`src/rtl/clock_logic_div_pkg.sv`:
```
// Shared types and reset configuration for the fractional-N clock-enable divider.
package clock_logic_div_pkg;

    typedef enum logic [1:0] {
        ST_STOPPED  = 2'd0,
        ST_RUNNING  = 2'd1,
        ST_DRAINING = 2'd2
    } div_state_t;

    // Divide-by-1 after reset
    localparam int unsigned DIV_RST_MFI = 1;
    localparam int unsigned DIV_RST_MFN = 0;
    localparam int unsigned DIV_RST_MFD = 1;

endpackage

```
`src/rtl/clock_logic_sync_n.sv`:
```
// N-flop level synchronizer bringing an asynchronous input into the clock domain.
module clock_logic_sync_n #(
    parameter int unsigned SYNC_STAGES = 2
) (
    input  logic clock,
    input  logic async_resetn,
    input  logic d,
    output logic q
);

    logic [SYNC_STAGES-1:0] ff;

    always_ff @(posedge clock or negedge async_resetn) begin
        if (!async_resetn) begin
            ff <= '0;
        end else begin
            ff[0] <= d;
            for (int i = 1; i < SYNC_STAGES; i++) begin
                ff[i] <= ff[i-1];
            end
        end
    end

    assign q = ff[SYNC_STAGES-1];

endmodule

```
`src/rtl/clock_logic_frac_divider.sv`:
```
// Fractional-N clock-enable generator: periods of mfi or mfi+1 cycles chosen by a
// modulo-mfd accumulator, with glitch-free start/stop and a 4-phase config update.
module clock_logic_frac_divider
    import clock_logic_div_pkg::*;
#(
    parameter int unsigned WIDTH       = 8,
    parameter int unsigned SYNC_STAGES = 2
) (
    input  logic             clock,
    input  logic             async_resetn,
    input  logic             async_enable,
    output logic             async_enable_ack,
    input  logic             async_update,
    input  logic [WIDTH-1:0] mfi,
    input  logic [WIDTH-1:0] mfn,
    input  logic [WIDTH-1:0] mfd,
    output logic             async_update_ack,
    output logic             div_pulse,
    output logic             cfg_error
);

    localparam int unsigned CW = WIDTH + 1;

    logic             en_s, upd_s, upd_q;
    div_state_t       state, state_nx;
    logic [CW-1:0]    cnt, cnt_nx;
    logic [WIDTH-1:0] acc, acc_nx;
    logic [WIDTH-1:0] mfi_cur, mfn_cur, mfd_cur;
    logic [WIDTH-1:0] pend_mfi, pend_mfn, pend_mfd;
    logic             pending, pending_nx;
    logic             upd_ack_nx, err_nx;

    logic             upd_rise, smp_valid, new_valid, new_invalid, apply;
    logic [WIDTH-1:0] src_mfi, src_mfn, src_mfd;
    logic [WIDTH-1:0] eff_mfi, eff_mfn, eff_mfd, eff_acc;
    logic [CW-1:0]    sum, ld_cnt;
    logic [WIDTH-1:0] ld_acc;
    logic             carry;

    clock_logic_sync_n #(.SYNC_STAGES(SYNC_STAGES)) u_sync_en (
        .clock(clock), .async_resetn(async_resetn), .d(async_enable), .q(en_s)
    );

    clock_logic_sync_n #(.SYNC_STAGES(SYNC_STAGES)) u_sync_upd (
        .clock(clock), .async_resetn(async_resetn), .d(async_update), .q(upd_s)
    );

    // Update decode and the period-load arithmetic, using the new config when it applies now
    always_comb begin
        upd_rise    = upd_s & ~upd_q;
        smp_valid   = (mfi != '0) && (mfd != '0) && (mfn < mfd);
        new_valid   = upd_rise & smp_valid;
        new_invalid = upd_rise & ~smp_valid;
        src_mfi     = new_valid ? mfi : pend_mfi;
        src_mfn     = new_valid ? mfn : pend_mfn;
        src_mfd     = new_valid ? mfd : pend_mfd;
        apply       = (new_valid | pending) & ((state == ST_STOPPED) || (cnt == '0));
        eff_mfi     = apply ? src_mfi : mfi_cur;
        eff_mfn     = apply ? src_mfn : mfn_cur;
        eff_mfd     = apply ? src_mfd : mfd_cur;
        eff_acc     = apply ? '0 : acc;
        sum         = CW'(eff_acc) + CW'(eff_mfn);
        carry       = (sum >= CW'(eff_mfd));
        ld_acc      = carry ? WIDTH'(sum - CW'(eff_mfd)) : WIDTH'(sum);
        ld_cnt      = carry ? CW'(eff_mfi) : (CW'(eff_mfi) - CW'(1));
    end

    // Next state: loads happen on start and on every terminal count that keeps running
    always_comb begin
        state_nx   = state;
        cnt_nx     = cnt;
        acc_nx     = eff_acc;
        pending_nx = pending;
        err_nx     = cfg_error;
        upd_ack_nx = upd_s & (async_update_ack | apply | new_invalid);

        case (state)
            ST_STOPPED: begin
                if (en_s) begin
                    state_nx = ST_RUNNING;
                    cnt_nx   = ld_cnt;
                    acc_nx   = ld_acc;
                end
            end
            ST_RUNNING, ST_DRAINING: begin
                if (cnt == '0) begin
                    if (en_s) begin
                        state_nx = ST_RUNNING;
                        cnt_nx   = ld_cnt;
                        acc_nx   = ld_acc;
                    end else begin
                        state_nx = ST_STOPPED;
                    end
                end else begin
                    cnt_nx   = cnt - CW'(1);
                    state_nx = en_s ? ST_RUNNING : ST_DRAINING;
                end
            end
            default: begin
                state_nx = ST_STOPPED;
                cnt_nx   = '0;
            end
        endcase

        if (apply) begin
            pending_nx = 1'b0;
        end else if (new_valid) begin
            pending_nx = 1'b1;
        end

        if (new_invalid) begin
            err_nx = 1'b1;
        end else if (apply) begin
            err_nx = 1'b0;
        end
    end

    always_ff @(posedge clock or negedge async_resetn) begin
        if (!async_resetn) begin
            state            <= ST_STOPPED;
            cnt              <= '0;
            acc              <= '0;
            pending          <= 1'b0;
            upd_q            <= 1'b0;
            mfi_cur          <= WIDTH'(DIV_RST_MFI);
            mfn_cur          <= WIDTH'(DIV_RST_MFN);
            mfd_cur          <= WIDTH'(DIV_RST_MFD);
            pend_mfi         <= WIDTH'(DIV_RST_MFI);
            pend_mfn         <= WIDTH'(DIV_RST_MFN);
            pend_mfd         <= WIDTH'(DIV_RST_MFD);
            cfg_error        <= 1'b0;
            async_update_ack <= 1'b0;
            async_enable_ack <= 1'b0;
            div_pulse        <= 1'b0;
        end else begin
            state            <= state_nx;
            cnt              <= cnt_nx;
            acc              <= acc_nx;
            pending          <= pending_nx;
            upd_q            <= upd_s;
            cfg_error        <= err_nx;
            async_update_ack <= upd_ack_nx;
            async_enable_ack <= (state_nx != ST_STOPPED);
            div_pulse        <= (state_nx != ST_STOPPED) && (cnt_nx == '0);
            if (new_valid) begin
                pend_mfi <= mfi;
                pend_mfn <= mfn;
                pend_mfd <= mfd;
            end
            if (apply) begin
                mfi_cur <= src_mfi;
                mfn_cur <= src_mfn;
                mfd_cur <= src_mfd;
            end
        end
    end

endmodule
```
`config.mk`:
```
export PLATFORM = sky130hd
export DESIGN_NAME = clock_logic_frac_divider
export DESIGN_NICKNAME = d
export VERILOG_FILES = /design/src/rtl/clock_logic_div_pkg.sv /design/src/rtl/clock_logic_sync_n.sv /design/src/rtl/clock_logic_frac_divider.sv
export SDC_FILE = /design/constraint.sdc
export NUM_CORES = 1
export LEC_CHECK = 0
export BUFFER_PORTS_ARGS = -buffer_cell sky130_fd_sc_hd__buf_2
export CAP_MARGIN = 20
export CELL_PAD_IN_SITES_DETAIL_PLACEMENT = 1
export CELL_PAD_IN_SITES_GLOBAL_PLACEMENT = 1
export CORE_AREA = 2 2 130 132
export DETAILED_ROUTE_END_ITERATION = 10
export DIE_AREA = 0 0 132 134
export PLACE_DENSITY = 0.62
export SLEW_MARGIN = 0
export SYNTH_ARGS = -nofsm -noshare
export SYNTH_HDL_FRONTEND = slang
export SYNTH_SLANG_ARGS = --single-unit
```
`constraint.sdc`:
```
create_clock -name clock -period 7.35 [get_ports clock]
set_clock_uncertainty 0.1 [all_clocks]
set_input_delay 0 -clock clock [delete_from_list [all_inputs] [get_ports clock]]
set_output_delay 0 -clock clock [all_outputs]
set_load 0.03 [all_outputs]
```
==> flow_summary.toml <==
[setup_path]
rr_startpoint = "cnt[0]$_DFF_PN0_"
worst_path_most_repeated_cell = "ha_1"
ff2ff_setup_slack_ns = 1.06
r2r.worst_path.cells = 25
timing.critical_path.buf_inv = 4
critPathTopFamily = "compound AO/OA/AOI/OAI gates"
crit_type = "input port to flop"
critical-path-slowest-cell = "dlygate4sd3_1"
timing.rr.end = "div_pulse$_DFF_PN0_"
cp.arrival_ns = 6.83
timing.critical_path.fanout_max = 45
cp-start-kind = "input port"
worst_setup_path_end_kind = "flop"
critical_path.max_stage_delay_ns = 0.53
cp.required_ns = 7.51

[clock_network]
max-clock-path-buffers = 2
tritoncts_num_sinks = 77
ctsRootBufferMaster = "clkbuf_16"
ctsHtreeMaxLevel = 3
tritoncts = "yes"
clk_pin_slew_ns = 0.07
clock_insertion_delay_worst_skew_ns = 0.34
cts_setup_buffers = 0
cts_buffers = 9

[placed_design]
numPortBuffers = 31
place.detailed.hpwl_um = 9305
gp_congestion = 0.7877
dpl.cell_count = 714

[route]
top_layer = "met4"
met3_wirelength_um = 385
avgRoutedWirePerCell_um = 16.93
drt_pre_antenna_iters = 6
route.final.wire_length_um = 12850
drc = 0
met2_length_um = 6029
route.detailed.vias_per_inst = 4.983
antenna_violating_nets_post_route = 0
wirelength_met1_um = 6234
drt_first_iter_violations = 130
routed-via-count = 3782

[timing]
finalHoldViolCount = 0
report.final.slew_viol_count = 0
worstMarginPinSlew_ns = 0.8052
max-slew-margin-rel_pct = 45.82
post-route-min-period_ns = 6.672
setup_viol = 0
finalCritPeriodShare_pct = 90.78
max_clock_freq_ghz = 0.1499
fin_tns_setup_ns = 0
rsz0062_at_grt = "false"

[finish]
multi_input_comb_area_um2 = 2470
layout.filler_cells = 1851
seqCellArea_um2 = 1932
drive_gt1_share_pct = 18.00
layout-area-overhead-vs-synth_pct = 21.12
final_cell_count_no_fill = 759
net_count_final = 590
antennaDiodeCount = 0

[hold_path]
timing.hold.worst.start = "async_enable"
timing.hold.worst_endpoint = "u_sync_en.ff[0]$_DFF_PN0_"
min_path_cells = 2
hold_path_class = "input port to flop"

[floorplan]
core_area_um2 = 16290
dieArea_um2 = 17690
std_cell_rows = 47
initial_core_util_pct = 28.51
floorplan.die.width_um = 132
chipHeight_um = 134
top_level_ports = 32

[logic_synthesis]
fraction_of_the_yosys_area_taken_by_sequential_cells_pct = 41.59
synth-edff-count = 0
syn-cell-area_um2 = 4644
synth.ff_latch_count = 77
asyncSetResetFlopFracSynth_pct = 100.0
synth-warning-count = 0
syn-mean-instance-area_um2 = 9.696
synth_flop_cell = "dfrtp_1"
synthCells = 479
netlist-cell-type-count = 72
synthesis.nets = 535

[status]
outcome = "complete, no violations"

[power]
power.density_nw_per_um2 = 514.2
total_leakage_power_nw = 2.596
power.ir.vdd_worst_mv = 0.1568

[grt]
grt_antenna_before_repair = 0
grt_pass1_vias = 4060
grt_pass1_wl_um = 21220
grt_max_degree = 78
grt_usage_pct = 15.26
global_route.overflow_total = 0

[flow_run]
drv_cap = 0
==> registers in the layout, indices dropped and copies added, names as in the netlist <==
signal            flops
mfd_cur               8
u_sync_upd.ff         2
pend_mfn              8
div_pulse             1
u_sync_en.ff          2
acc                   8
pending               1
pend_mfd              8
cnt                   9
async_update_ack      1
mfi_cur               8
async_enable_ack      1
cfg_error             1
mfn_cur               8
pend_mfi              8
upd_q                 1
state                 2
==> worst max-delay path by stage <==
| stage | start | endpoint | slack (ns) | depth (start not counted) |
|---|---|---|---|---|
| after floorplan | cnt[0]$_DFF_PN0_ | div_pulse$_DFF_PN0_ | 1.38 | 30 |
| after CTS | mfn[5] | div_pulse$_DFF_PN0_ | 0.52 | 28 |
| after global routing | mfd[6] | div_pulse$_DFF_PN0_ | 0.02 | 29 |
| final | mfn[5] | div_pulse$_DFF_PN0_ | 0.68 | 28 |
| after global placement | mfd[5] | div_pulse$_DFF_PN0_ | 1.0 | 28 |
| after detailed placement | mfn[5] | div_pulse$_DFF_PN0_ | 0.74 | 27 |
==> kinds of logic after synthesis <==
logic type,after synthesis,share of synthesized area [%]
and+or+nand+nor,142,16.30
AOI/OAI and AO/OA,122,18.99
DFF,77,41.59
buffers and inverters,66,5.549
adders and majority gates,28,7.866
muxes,24,5.765
xor gates and xnor gates,20,3.933
==> synthesized netlist by cell type (all sizes together), types with 4 or more instances <==
library cell	n	area share, %
nor3	9	0.97
nor3b	4	0.75
and2	7	0.94
a32o	5	1.1
clkbuf	15	1.2
o21ai	25	2.7
nand2b	5	0.67
mux2i	8	1.9
mux2	16	3.9
nor4	5	0.81
nand2	41	3.5
o22ai	9	1.8
xnor2	13	2.6
inv	47	3.8
nand3	7	0.75
dfrtp	73	39
ha	26	7.0
o31ai	5	1.1
dfstp	4	2.3
nor2b	5	0.67
a21o	14	2.3
xor2	7	1.3
buf	4	0.51
nand4	7	0.94
a211oi	4	0.75
a21oi	28	3.1
o22a	8	1.5
nor2	36	3.2
==> timing repair <==
item	in CTS	in global routing
setup endpoints to repair	0	1
hold buffers	27	1
hold endpoints to repair	104	13
resized for setup	0	1
==> cell type report <==
type                       count  share of cell area (%)
inverter                      47                   3.136
sequential                    77                   34.34
tap                          220                   4.893
clock buffer                  10                   4.248
timing repair buffer          63                   8.674
clock inverter                 6                  0.8007
multi-input combinational    336                   43.91
==> placed cells by master, fill, tap and decap left out, types with 3 or more instances in the layout <==
master	count
mux2i_1	6
o22ai_1	6
nand4_1	7
xor2_1	7
dfrtp_1	73
dlygate4sd3_1	28
buf_4	4
o21ai_0	25
nor3_1	9
nand3_1	7
clkbuf_16	9
nand2b_1	5
a21o_1	14
ha_1	26
nand3b_1	3
xnor2_1	12
o31ai_1	4
nor2_1	33
nor2b_1	5
nor4_1	4
inv_1	46
or2_2	3
nor3b_1	3
a211oi_1	3
o22a_1	8
and2_1	7
a32o_1	5
mux2_2	16
nand2_1	40
a21oi_1	27
dfstp_2	4
buf_2	30
==> per-layer routing <==
layer | track usage [%] | vias up
met5 | 0 | -
met4 | 5.374 | 0
met3 | 3.401 | 14
met2 | 24.80 | 56
met1 | 20.05 | 1899
li1 | - | 1813
==> report_power, final <==
part	internal [mW]	switching, mW	total (mW)
logic	0.716	1.09	1.81
registers	0.576	0.0815	0.658
clock network	0.240	0.187	0.428
==> per-stage QoR <==
| step | util [%] | cell area, um2 | power (mW) | hold slack, ns | setup WS, ns |
|---|---|---|---|---|---|
| CTS | 34.25 | 5579 | 2.905 | 0.1787 | 0.5250 |
| global placement | 30.85 | 5025 | 2.380 | 0.01098 | 0.9956 |
| detailed placement | 30.85 | 5025 | 2.447 | 0.01080 | 0.7405 |
| finish | 34.53 | 5625 | 2.893 | 0.1926 | 0.6776 |
| floorplan | - | 4644 | 2.029 | -0.3956 | 1.384 |
| global route | 34.53 | 5625 | 3.165 | 0.1861 | 0.01628 |
No activity file was read; power rests on OpenSTA's default activity.
